===== src/rtl/demux1a4_frame.sv =====
// 1:4 byte demultiplexer: rebuilds 4-lane frames from a serial slot stream.
// Lanes 0-2 are staged; lane 3 goes straight into the frame load on slot 3.
module demux1a4_frame (
    input  logic       clk_4f,
    input  logic       reset,
    input  logic [7:0] data_in_demux,
    input  logic       valid_in,
    input  logic       align,
    output logic [7:0] data_out0,
    output logic [7:0] data_out1,
    output logic [7:0] data_out2,
    output logic [7:0] data_out3,
    output logic       validout0,
    output logic       validout1,
    output logic       validout2,
    output logic       validout3,
    output logic       frame_strobe,
    output logic [7:0] frame_count
);

    logic [1:0]      slot;
    logic [1:0]      slot_nxt;
    logic            load;
    logic [2:0][7:0] stg_data;
    logic [2:0]      stg_valid;
    logic [3:0][7:0] out_data;
    logic [3:0]      out_valid;

    always_comb begin
        load     = 1'b0;
        slot_nxt = slot + 2'd1;
        if (align) begin
            slot_nxt = 2'd0;
        end else if (slot == 2'd3) begin
            load = 1'b1;
        end
    end

    always_ff @(posedge clk_4f or posedge reset) begin
        if (reset) begin
            slot         <= 2'd0;
            stg_data     <= '0;
            stg_valid    <= '0;
            out_data     <= '0;
            out_valid    <= '0;
            frame_strobe <= 1'b0;
            frame_count  <= 8'd0;
        end else begin
            slot         <= slot_nxt;
            frame_strobe <= load;
            if (align) begin
                stg_valid <= '0;
            end else begin
                for (int k = 0; k < 3; k++) begin
                    if (slot == 2'(k)) begin
                        stg_valid[k] <= valid_in;
                        if (valid_in) stg_data[k] <= data_in_demux;
                    end
                end
            end
            // Invalid lanes keep the last valid byte they presented.
            if (load) begin
                for (int k = 0; k < 3; k++) begin
                    out_valid[k] <= stg_valid[k];
                    if (stg_valid[k]) out_data[k] <= stg_data[k];
                end
                out_valid[3] <= valid_in;
                if (valid_in) out_data[3] <= data_in_demux;
                frame_count <= frame_count + 8'd1;
            end
        end
    end

    assign data_out0 = out_data[0];
    assign data_out1 = out_data[1];
    assign data_out2 = out_data[2];
    assign data_out3 = out_data[3];
    assign validout0 = out_valid[0];
    assign validout1 = out_valid[1];
    assign validout2 = out_valid[2];
    assign validout3 = out_valid[3];

endmodule


===== config.mk =====
export PLATFORM = sky130hd
export DESIGN_NAME = demux1a4_frame
export DESIGN_NICKNAME = d
export VERILOG_FILES = /design/src/rtl/demux1a4_frame.sv
export SDC_FILE = /design/constraint.sdc
export NUM_CORES = 1
export LEC_CHECK = 0
export CAP_MARGIN = 30
export CELL_PAD_IN_SITES_DETAIL_PLACEMENT = 1
export CELL_PAD_IN_SITES_GLOBAL_PLACEMENT = 2
export CORE_ASPECT_RATIO = 0.8
export CORE_MARGIN = 10
export CORE_UTILIZATION = 36
export CTS_CLUSTER_SIZE = 8
export DETAILED_ROUTE_END_ITERATION = 16
export PLACE_DENSITY_LB_ADDON = 0.1
export SLEW_MARGIN = 20
export SYNTH_ARGS = -nofsm -noshare
export SYNTH_HDL_FRONTEND = slang
export SYNTH_SLANG_ARGS = --single-unit

===== constraint.sdc =====
create_clock -name clk_4f -period 3.2 [get_ports clk_4f]
set_input_delay 0.96 -clock clk_4f [delete_from_list [all_inputs] [get_ports clk_4f]]
set_output_delay 0.96 -clock clk_4f [all_outputs]
set_load 0.01 [all_outputs]

==> results.sh <==
export IMPL_outcome="completed"
export IMPL_h_tree_depth=3
export IMPL_slowest_stage="clkdlybuf4s50_1"
export IMPL_viasPerCell=4.60
export IMPL_start_util_pct=36.8
export IMPL_slew_viol_final=0
export IMPL_hold_path_class="register to register"
export IMPL_p_seq_share_pct=51.8
export IMPL_slew_headroom_pct=73.7
export IMPL_drtAntennaViolNets=0
export IMPL_worst_pin_slew_ns=0.394
export IMPL_clock_latency_ns=0.34
export IMPL_yosysWarnings=0
export IMPL_yosysUniqueCellTypes=18
export IMPL_path_clk_slew_ns=0.07
export IMPL_yosysTopAreaCell="dfrtp_1"
export IMPL_synthTopCellsByCount="dfrtp_1, mux2_2, nand2_1"
export IMPL_ios=57
export IMPL_regArea_um2=1850
export IMPL_max_cap_violations=0
export IMPL_multi_input_area_um2=1020
export IMPL_finalCriticalPeriod_ns=2.32
export IMPL_crit_arrival_ns=1.36
export IMPL_start_kind="register"
export IMPL_worstPathCellList="clkdlybuf4s50_1"
export IMPL_setup_viol=0
export IMPL_overflow=0
export IMPL_design_area_um2=3800
export IMPL_yosysSeqAreaShare_pct=63.6
export IMPL_num_rows=29
export IMPL_clock_skew_final_ns=0.00664
export IMPL_syn_num_nets=200
export IMPL_cts_sinks=74
export IMPL_cts_buffers=9
export IMPL_synth_main_ff_cell="dfrtp_1"
export IMPL_slowest_delay_ns=0.58
export IMPL_via_count=1667
export IMPL_hp_start="frame_count[7]$_DFFE_PP0N_"
export IMPL_drtIter0Drc=83
export IMPL_diodes=0
export IMPL_power_density_nw_per_um2=631
export IMPL_layout_drive_gt1_share_pct=33.1
export IMPL_die_area_um2=12100
export IMPL_num_nets_final=268
export IMPL_synth_edf_count=0
export IMPL_rsz0062_at_grt="false"
export IMPL_grt_pass1_wl_mm=9.94
export IMPL_yosysMostFrequentCell="dfrtp_1"
export IMPL_grt_start_max_net_pins=75
export IMPL_hold_slack_ns=0.478
export IMPL_tritoncts="done"
export IMPL_p_switching_uw=624
export IMPL_switching_share_pct=26.0
export IMPL_path_delay_family="buffers and inverters"
export IMPL_async_reset_ff_share_pct=100
export IMPL_power_frac_comb_pct=21.0
export IMPL_crit_required_ns=2.24
export IMPL_netlist_top_cells_area="dfrtp_1, mux2_2, nand2_8, ha_1, xnor2_1"
export IMPL_antenna_found_initial=0
export IMPL_hold_buffers=0
export IMPL_worstSetupPathType="register to primary output"
export IMPL_synth_top_cell_area_share_pct=63.6
export IMPL_clockBufferDepth=2
export IMPL_ir_drop_uv=307
export IMPL_synth_area_um2=2910
export IMPL_p_clk_share_pct=27.3
export IMPL_gp_congestion=0.690
export IMPL_cp_end_kind="primary output"
export IMPL_drtPass1Iterations=4
export IMPL_portBuffers=56
export IMPL_drc_errors=0
export IMPL_finalSetupTns_ns=0
export IMPL_place_area_um2=3620
export IMPL_r2r_start="slot[0]$_DFF_PP0_"
export IMPL_post_route_period_util_pct=72.5
export IMPL_fill_cells=821
export IMPL_die_y_um=100
export IMPL_grt_usage_pct=10.8
export IMPL_avgSynthCellArea_um2=15.9
export IMPL_wl_per_cell_um=17.3
export IMPL_synth_cells=183
export IMPL_worstPathMaxFanout=6
export IMPL_ctsResizeCount=0
export IMPL_fp_coreArea_um2=7910
export IMPL_p_int_uw=1770
export IMPL_p_leak_uw=0.00174
export IMPL_drt_total_wl_mm=6.27
export IMPL_area_delta_synth_final_pct=30.6
export IMPL_clock_fmax_mhz=431
export IMPL_synth_seq_cells=74
export IMPL_crit_buf_inv=1
export IMPL_hold_viol_final=0
export IMPL_cts_root_buf="clkbuf_8"
export IMPL_grt_pass1_vias=1764
export IMPL_cts_setup_buffers=0
export IMPL_crit_start="frame_count[0]$_DFFE_PP0N_"
export IMPL_dp_hpwl_mm=4.43
export IMPL_die_w_um=121
[sequential cells by signal (all words and copies together), names as in the netlist]
| name | cells |
|---|---|
| data_out1 | 8 |
| frame_strobe | 1 |
| stg_valid | 3 |
| data_out3 | 8 |
| stg_data | 24 |
| slot | 2 |
| out_valid | 4 |
| data_out0 | 8 |
| frame_count | 8 |
| data_out2 | 8 |
[metrics by stage]
step	setup WS [ns]	total power [µW]	cells	util [%]
after global routing	0.809	2540	362	48.0
after detailed placement	0.607	1770	348	45.8
after floorplan	0.358	1480	183	-
after global placement	0.630	1760	348	45.8
after CTS	0.829	2450	362	48.0
final	0.879	2400	362	48.0
[cell families (layout without fill, tap and decap cells)]
kind of cell	Yosys count	after routing	synth area share, %
xor gates and xnor gates	7	7	2.11
adders and majority gates	5	5	2.15
buffers and inverters	5	76	1.16
DFF	74	74	63.6
muxes	59	59	23.1
and+or+nand+nor	33	33	7.87
[power groups by stage]
| stage | logic [µW] | clock network (µW) | registers (µW) |
|---|---|---|---|
| 6_report | 503 | 653 | 1240 |
| 2_1_floorplan | 211 | 0 | 1270 |
| 5_1_grt | 545 | 724 | 1270 |
| 3_5_place_dp | 512 | 0 | 1260 |
| 3_3_place_gp | 504 | 0 | 1260 |
| 4_1_cts | 516 | 684 | 1250 |
[layer usage]
layer / vias up / global-route usage, % / part of all wire [%]
met5: - / 0 / 0
met4: 0 / 3.33 / 0.91
met3: 4 / 6.00 / 8.2
met2: 42 / 14.9 / 42
met1: 858 / 14.0 / 49
li1: 763 / - / -
[path summary, 6_finish.rpt]
| check | endpoint | slack, ns | depth (start not counted) |
|---|---|---|---|
| worst max-delay path | frame_count[0] | 0.88 | 1 |
| worst min-delay path | frame_count[7]$_DFFE_PP0N_ | 0.48 | 1 |
| worst max register to register | data_out3[1]$_DFFE_PP0P_ | 1.65 | 5 |
| worst min register to register | frame_count[7]$_DFFE_PP0N_ | 0.48 | 1 |
| max in group asynchronous | data_out3[6]$_DFFE_PP0P_ | 1.87 | 3 |
| min in group asynchronous | out_valid[3]$_DFFE_PP0N_ | 1.01 | 3 |
[cells in the final DEF, fill, tap and decap left out, types with 2 or more instances in the layout]
cell | netlist | final
and2b_2 | 2 | 2
clkbuf_8 | 0 | 12
clkdlybuf4s50_1 | 0 | 56
dfrtp_1 | 74 | 74
ha_1 | 5 | 5
inv_1 | 3 | 2
mux2_2 | 53 | 53
mux2_4 | 3 | 3
mux2i_1 | 3 | 3
nand2_1 | 13 | 13
nand2_2 | 3 | 3
nand2_8 | 4 | 4
nand4_1 | 4 | 4
nor2_1 | 4 | 4
xnor2_1 | 7 | 7
[cell type report]
| cell class | count | share of cell area [%] |
|---|---|---|
| clock buffers | 12 | 4.35 |
| clock inverters | 2 | 0.329 |
| inverters | 4 | 0.593 |
| multi-input cells | 104 | 27.0 |
| flip-flops and latches | 74 | 48.7 |
| well taps | 108 | 3.56 |
| repair buffers | 58 | 15.5 |
No activity file was read; power rests on OpenSTA's default activity.
